`src/rtl/dma_rd_ctrl.sv`:
```
// Region reader: splits a word region into SDRAM read bursts and streams the returned words into the output buffer; DMA_RD_STALL_CNT_EN adds a stall_cnt port.
// Zero-latency p_rd -> ob pass-through; stalls on p_cmd_full, p_rd_empty or ob_full and never pops past the burst length.
module dma_rd_ctrl #(
    parameter int BURST_LEN = 16,
    parameter int ADDR_W    = 30
) (
    input  logic              clk,
    input  logic              rst_n,
    input  logic              reads_en,
    input  logic [31:0]       start_addr,
    input  logic [15:0]       total_words,
    output logic              p_cmd_en,
    output logic [2:0]        p_cmd_instr,
    output logic [5:0]        p_cmd_bl,
    output logic [ADDR_W-1:0] p_cmd_byte_addr,
    input  logic              p_cmd_full,
    output logic              p_rd_en,
    input  logic [31:0]       p_rd_data,
    input  logic              p_rd_empty,
    output logic              ob_we,
    output logic [31:0]       ob_data,
    input  logic              ob_full,
    output logic              busy,
    output logic              done
`ifdef DMA_RD_STALL_CNT_EN
    ,
    output logic [31:0]       stall_cnt
`endif
);

    typedef enum logic [1:0] {IDLE, ISSUE, XFER, DONE} state_t;

    localparam logic [15:0] BURST_W = 16'(BURST_LEN);

    state_t            state, state_nxt;
    logic [ADDR_W-1:0] addr;
    logic [15:0]       remaining;
    logic [15:0]       remaining_after;
    logic [15:0]       len;
    logic [6:0]        cur_len;
    logic [6:0]        beat_cnt;
    logic              do_latch, do_issue, rd_pop, last_beat;

    assign len             = (remaining < BURST_W) ? remaining : BURST_W;
    assign remaining_after = remaining - {9'd0, cur_len};

    always_comb begin
        state_nxt = state;
        do_latch  = 1'b0;
        do_issue  = 1'b0;
        rd_pop    = 1'b0;
        last_beat = 1'b0;
        unique case (state)
            IDLE: begin
                if (reads_en) begin
                    do_latch  = 1'b1;
                    state_nxt = (total_words == 16'd0) ? DONE : ISSUE;
                end
            end
            ISSUE: begin
                if (!reads_en) begin
                    state_nxt = IDLE;
                end else if (!p_cmd_full) begin
                    do_issue  = 1'b1;
                    state_nxt = XFER;
                end
            end
            XFER: begin
                rd_pop = !p_rd_empty && !ob_full;
                // A dropped reads_en only takes effect once the burst is fully drained.
                if (rd_pop && (beat_cnt + 7'd1 == cur_len)) begin
                    last_beat = 1'b1;
                    if (!reads_en)
                        state_nxt = IDLE;
                    else if (remaining_after != 16'd0)
                        state_nxt = ISSUE;
                    else
                        state_nxt = DONE;
                end
            end
            DONE: begin
                if (!reads_en)
                    state_nxt = IDLE;
            end
            default: state_nxt = IDLE;
        endcase
    end

    always_ff @(posedge clk or negedge rst_n) begin
        if (!rst_n) begin
            state     <= IDLE;
            addr      <= '0;
            remaining <= '0;
            cur_len   <= '0;
            beat_cnt  <= '0;
        end else begin
            state <= state_nxt;
            if (do_latch) begin
                addr      <= ADDR_W'(start_addr) & ~ADDR_W'(3);
                remaining <= total_words;
                beat_cnt  <= '0;
            end
            if (do_issue) begin
                cur_len <= 7'(len);
                addr    <= addr + (ADDR_W'(len) << 2);
            end
            if (rd_pop) begin
                if (last_beat) begin
                    beat_cnt  <= '0;
                    remaining <= remaining_after;
                end else begin
                    beat_cnt <= beat_cnt + 7'd1;
                end
            end
        end
    end

`ifdef DMA_RD_STALL_CNT_EN
    always_ff @(posedge clk or negedge rst_n) begin
        if (!rst_n) begin
            stall_cnt <= '0;
        end else if (do_latch) begin
            stall_cnt <= '0;
        end else if (state == XFER && (p_rd_empty || ob_full) && stall_cnt != '1) begin
            stall_cnt <= stall_cnt + 32'd1;
        end
    end
`endif

    assign p_cmd_en        = do_issue;
    assign p_cmd_instr     = (state == ISSUE) ? 3'b001 : 3'b000;
    assign p_cmd_bl        = (state == ISSUE) ? 6'(len - 16'd1) : 6'd0;
    assign p_cmd_byte_addr = (state == ISSUE) ? addr : '0;
    assign p_rd_en         = rd_pop;
    assign ob_we           = rd_pop;
    assign ob_data         = (state == XFER) ? p_rd_data : 32'd0;
    assign busy            = (state == ISSUE) || (state == XFER);
    assign done            = (state == DONE);

endmodule

```
`config.mk`:
```
export PLATFORM = sky130hd
export DESIGN_NAME = dma_rd_ctrl
export DESIGN_NICKNAME = d
export VERILOG_FILES = /design/src/rtl/dma_rd_ctrl.sv
export SDC_FILE = /design/constraint.sdc
export NUM_CORES = 1
export LEC_CHECK = 0
export ABC_CLOCK_PERIOD_IN_PS = 3880
export CELL_PAD_IN_SITES_DETAIL_PLACEMENT = 2
export CELL_PAD_IN_SITES_GLOBAL_PLACEMENT = 2
export CORE_UTILIZATION = 27
export DETAILED_ROUTE_END_ITERATION = 8
export PLACE_DENSITY = 0.94
export RECOVER_POWER = 50
export SYNTH_ARGS = -nofsm -noshare
export SYNTH_HDL_FRONTEND = slang
export SYNTH_SLANG_ARGS = --single-unit
```
`constraint.sdc`:
```
create_clock -name clk -period 3.88 [get_ports clk]
set_clock_uncertainty 0.1 [all_clocks]
set_input_delay 0.388 -clock clk [delete_from_list [all_inputs] [get_ports clk]]
set_output_delay 0.388 -clock clk [all_outputs]
set_load 0.005 [all_outputs]
```
# Yosys cells after proc, flatten, opt, wreduce, memory -nomap -nowiden
# Cells that the tools add are included.
op_classes:
  eq_ne: 8
  shifts: 0
  mul: 0
  muxes: 30
  n_bitwise: 0
  order_cmp: 1
  div: 0
  add_sub_neg: 4
  n_reduce_logical: 11
op_table:
  columns: ["cell", "count"]
  rows:
  - ["30-bit two-way mux", 3]
  - ["16-bit two-way mux", 4]
  - ["32-bit two-way mux", 1]
  - ["30-bit by 18-bit adder with 30-bit output", 1]
  - ["7-bit two-way mux", 3]
  - ["16-bit logical NOT", 1]
  - ["16-bit by 5-bit less-than comparator with 1-bit output, second input constant", 1]
  - ["2-bit two-way mux", 8]
  - ["16-bit nonzero test", 1]
  - ["16-bit by 7-bit subtractor with 16-bit output", 1]
  - ["1-bit two-way mux", 9]
  - ["2-bit one-hot mux with 4 select lines", 1]
  - ["7-bit by 1-bit adder with 7-bit output, second input constant", 1]
  - ["7-bit equality test", 1]
  - ["6-bit two-way mux", 1]
  - ["2-bit inequality test, second input constant", 3]
  - ["6-bit by 1-bit subtractor with 6-bit output, second input constant", 1]
  - ["2-bit equality test, second input constant", 2]
  - ["4-bit AND reduction", 1]
  - ["2-bit nonzero test", 2]
  - ["3-bit inequality test, second input constant", 1]
  - ["2-bit by 1-bit equality test with 1-bit output, second input constant", 1]
  - ["1-bit logical AND", 2]
  - ["1-bit logical NOT", 2]
  - ["other kinds (2)", 2]
totals:
  register_bits: 62
  n_memories: 0
  latch_bits: 0
  input_bits: 86
  out_inout_bits: 76
  mem_bits_rw: 0
  wordCells: 59
  romBits: 0

# Depth between registers and ports, before layout
depth:
  ltp_word: 7
  mapped_depth: 16
  mapped_depth_nobuf: 15

# Least setup slack after synthesis
# No wires, ideal clock.
synth_timing:
  path_type: "register to register"
  from: "register remaining[10]"
  to: "register addr[21]"
  setup_slack_ns: 0.528
  setup_time_ns: 0.123
  period_less_slack_ns: 3.352
  arrival_ns: 3.129
  n_path_buf: 2
  required_ns: 3.657
  stages_incl_launch_ff: 17
  cell_sequence: "dfrtp_1 -> nor3_2 -> and3_1 -> buf_4 -> and2_4 -> nand2_1 -> inv_1 -> ha_1 -> a21oi_1 -> nor4_1 -> o21ai_0 -> o2111ai_1 -> a311oi_2 -> nor2b_1 -> buf_2 -> o21a_1 -> o221a_2"
synth_via:
  elab_chain_cells: 4
synth_lines:
  columns: ["element", "line", "source"]
  rows:
  - ["start: declaration", "37", "logic [15:0] remaining;"]
  - ["start signal: assignment", "100", "remaining <= total_words;"]
  - ["start signal: assignment", "110", "remaining <= remaining_after;"]
  - ["16-bit by 5-bit less-than comparator with 1-bit output", "44", "assign len = (remaining < BURST_W) ? remaining : BURST_W;"]
  - ["16-bit two-way mux", "44", null]
  - ["via len[1]", "39", "logic [15:0] len;"]
  - ["30-bit by 18-bit adder with 30-bit output", "105", "addr <= addr + (ADDR_W'(len) << 2);"]
  - ["30-bit two-way mux", "103", "if (do_issue) begin"]
  - ["end signal: assignment", "99", "addr <= ADDR_W'(start_addr) & ~ADDR_W'(3);"]
  - ["end signal: assignment", "105", null]
  - ["end: declaration", "36", "logic [ADDR_W-1:0] addr;"]
# The timed path passes the listed nets, and every way through them passes these cells.
# A chain may end at the register's enable or synchronous reset.

# Final worst setup path
layout_timing:
  from: "register remaining[7]"
  to: "register addr[18]"
# The elaborated chain is that of the path after synthesis.

==> impl_metrics.tcl <==
set metrics [dict create \
    status "finished, violations left" \
    violations "DRC, capacitance limit, slew limit" \
    drive_gt1_frac 0.08270 \
    syn-instance-count 616 \
    synthesis.area_um2 5032 \
    clk_pin_slew_ps 60 \
    vias 5739 \
    start_util 0.2782 \
    cp_max_fo 7 \
    worst_pin_slew_ps 2481 \
    maxCapViolCount 1 \
    io_buffer_count 153 \
    finalMaxSlewViolations 40 \
    relSlewSlack -0.6543 \
    total_leakage_power_nw 3.084 \
    die_width_um 138.5 \
    synth_async_sr_flop_share 1.000 \
    power_density_nw_per_um2 738.7 \
    finalCritPeriodShare 0.9712 \
    cts_tree "built" \
    post_drt_wl_per_cell_um 23.83 \
    final_common_cell "clkdlybuf4s50_1" \
    dieArea_um2 19190 \
    die_y_um 138.5 \
    hold_viol 0 \
    synth_edf_count 0 \
    synth_seq_cells 60 \
    antenna_cells 0 \
    first_pass_iters 7 \
    drt_wl_total_um 24190 \
    ant_nets 0 \
    rows 49 \
    utilization 0.4026 \
    crit_path_start_kind "flip-flop" \
    drc 6 \
    period_minus_slack_ps 3768 \
    grt_remaining_overflow 0 \
    cp-end-kind "flip-flop" \
    h-tree-depth 3 \
    fmax_mhz 265.4 \
    grt_usage 0.2459 \
    critPathArrivalTime_ps 3910 \
    antenna_found_initial 0 \
    max_stage_delay_ps 460 \
    clk_latency_ps 360 \
    ios 162 \
    setup_viol_count_final 0 \
    core-area_um2 18090 \
    worstSetupPathType "reg2reg" \
    worstPathRequired_ps 4020 \
    final_nets 897 \
    ctsLongestPathBuffers 2 \
    cts-root-buf "clkbuf_16" \
    min_path_type "reg2reg" \
    viasPerCell 5.654 \
    clock-sinks 60 \
    area_growth_pct 44.68 \
    place_hpwl_um 15570 \
    grt_pass1_wl_um 36760 \
    dp_cells 994 \
    ys.flop_type "dfrtp_1" \
    grt_max_degree 40 \
    gp_congestion 0.8148 \
    hold_ws_ps 399.0 \
    grt_pass1_vias 6446 \
    yosys_warnings 0 \
    slowest_stage "dfrtp_1" \
    path_cells "nor3_2, and3_4, and2_4, nand2_1, inv_1, ha_1, nand2_4, nor3_2, a31oi_1, o31ai_4, a41oi_4, o31ai_4, buf_4, and2_1, a221o_1" \
    vdd.ir_drop.worst_mv 0.2540 \
    mostFrequentLayoutCells "clkdlybuf4s50_1, nand2_1, and2_1" \
    syn_avg_cell_area_um2 8.169 \
    p_total_mw 5.378 \
    yosysUniqueCellTypes 76 \
    final_cells 1015 \
    numCtsBuffers 9 \
    ys_seq_area_frac 0.2984 \
    drt_iter0_drc 371 \
]
[layer usage]
metal,up-vias,track usage,routed length [um]
met5,-,0,0
met4,0,0.1490,1134
met3,76,0.03672,1331
met2,276,0.4360,12190
met1,2880,0.2793,9531
li1,2507,-,-
[synth_stat cells (2+ instances only)]
cell | number | share of area
o31ai_1 | 2 | 0.0030
xnor2_1 | 22 | 0.038
xor2_1 | 7 | 0.012
nor3_2 | 2 | 0.0040
a32oi_1 | 3 | 0.0052
and2_1 | 71 | 0.088
nand2b_1 | 3 | 0.0037
mux2i_1 | 3 | 0.0060
a21oi_1 | 34 | 0.034
buf_2 | 2 | 0.0020
dfrtp_1 | 60 | 0.30
and3_1 | 22 | 0.027
ha_1 | 28 | 0.070
nand4b_1 | 2 | 0.0035
o21a_1 | 4 | 0.0060
nor2_1 | 47 | 0.035
clkbuf_1 | 18 | 0.013
o2111ai_1 | 2 | 0.0035
nor2b_1 | 4 | 0.0050
xnor3_1 | 3 | 0.013
o21ai_1 | 3 | 0.0030
fa_1 | 2 | 0.0080
inv_1 | 26 | 0.019
buf_6 | 2 | 0.0045
nor4_1 | 9 | 0.011
nand2_1 | 77 | 0.057
a211oi_1 | 17 | 0.025
or3_1 | 3 | 0.0037
a21o_1 | 6 | 0.0090
o211ai_1 | 3 | 0.0045
nand3_1 | 13 | 0.013
nor3_1 | 7 | 0.0070
o21ai_0 | 31 | 0.031
a311oi_1 | 8 | 0.014
buf_1 | 2 | 0.0015
a31oi_1 | 16 | 0.020
nand4_1 | 4 | 0.0050
buf_4 | 6 | 0.0090
o32ai_1 | 2 | 0.0035
a31o_2 | 2 | 0.0035
o31a_1 | 3 | 0.0052
[power by group]
group	switching (mW)	total, mW	internal [mW]
combinational	1.86	3.29	1.43
sequential	0.342	1.21	0.873
clock	0.358	0.872	0.514
[through the flow]
step                setup TNS (ps)  cell area [um2]  setup slack, ps
finish                           0             7281            111.7
global route                -56.58             7281           -36.66
CTS                              0             7151            27.76
detailed placement               0             6832            36.04
global placement                 0             6832            242.4
floorplan                        0             5081            528.2
[kinds of logic after synthesis]
kind of cell	Yosys count	synth area share
AOI/OAI and AO/OA	154	0.2094
xor gates and xnor gates	32	0.06390
adders and majority gates	31	0.07956
buffers and inverters	58	0.05345
DFF	60	0.2984
muxes	3	0.005967
other	1	0.0007452
and+or+nand+nor	277	0.2887
[timing repair]
item	4_1_cts	5_1_grt
setup buffers	0	5
setup endpoints to repair	5	15
pin swaps	1	7
gates resized for setup	4	19
cloned	0	0
hold buffers	0	0
[final cells by class]
class / instances / area (um2)
clock buffer: 10 / 239.0
clock inverter: 6 / 63.81
fill: 1945 / 10810
inverter: 27 / 101.3
multi-input combinational: 511 / 3426
sequential: 60 / 1501
tap: 229 / 286.5
timing repair buffer: 172 / 1663
[registers in the layout, summed over array words and instances (netlist names)]
signal and flops:
cur_len 7, addr 28, remaining 16, state 2, beat_cnt 7
[critical path: cells and delay by family (launching register included)]
family	cells	cell delay, ps
buffers and inverters	2	310
adder cells (fa/ha/maj)	1	320
AND/OR/NAND/NOR	7	1250
flip-flops	1	460
AO/OA/AOI/OAI	5	1200
[worst paths after layout]
kind,from,slack (ps),depth (start not counted),endpoint
min in group asynchronous,rst_n,680,1,addr[14]
max in group asynchronous,rst_n,1240,2,addr[20]
setup / recovery,remaining[7],110,15,addr[18]
setup reg to reg,remaining[7],110,15,addr[18]
hold reg to reg,cur_len[3],400,2,cur_len[3]
hold / removal,cur_len[3],400,2,cur_len[3]
Power figures use the tool's default switching activity.
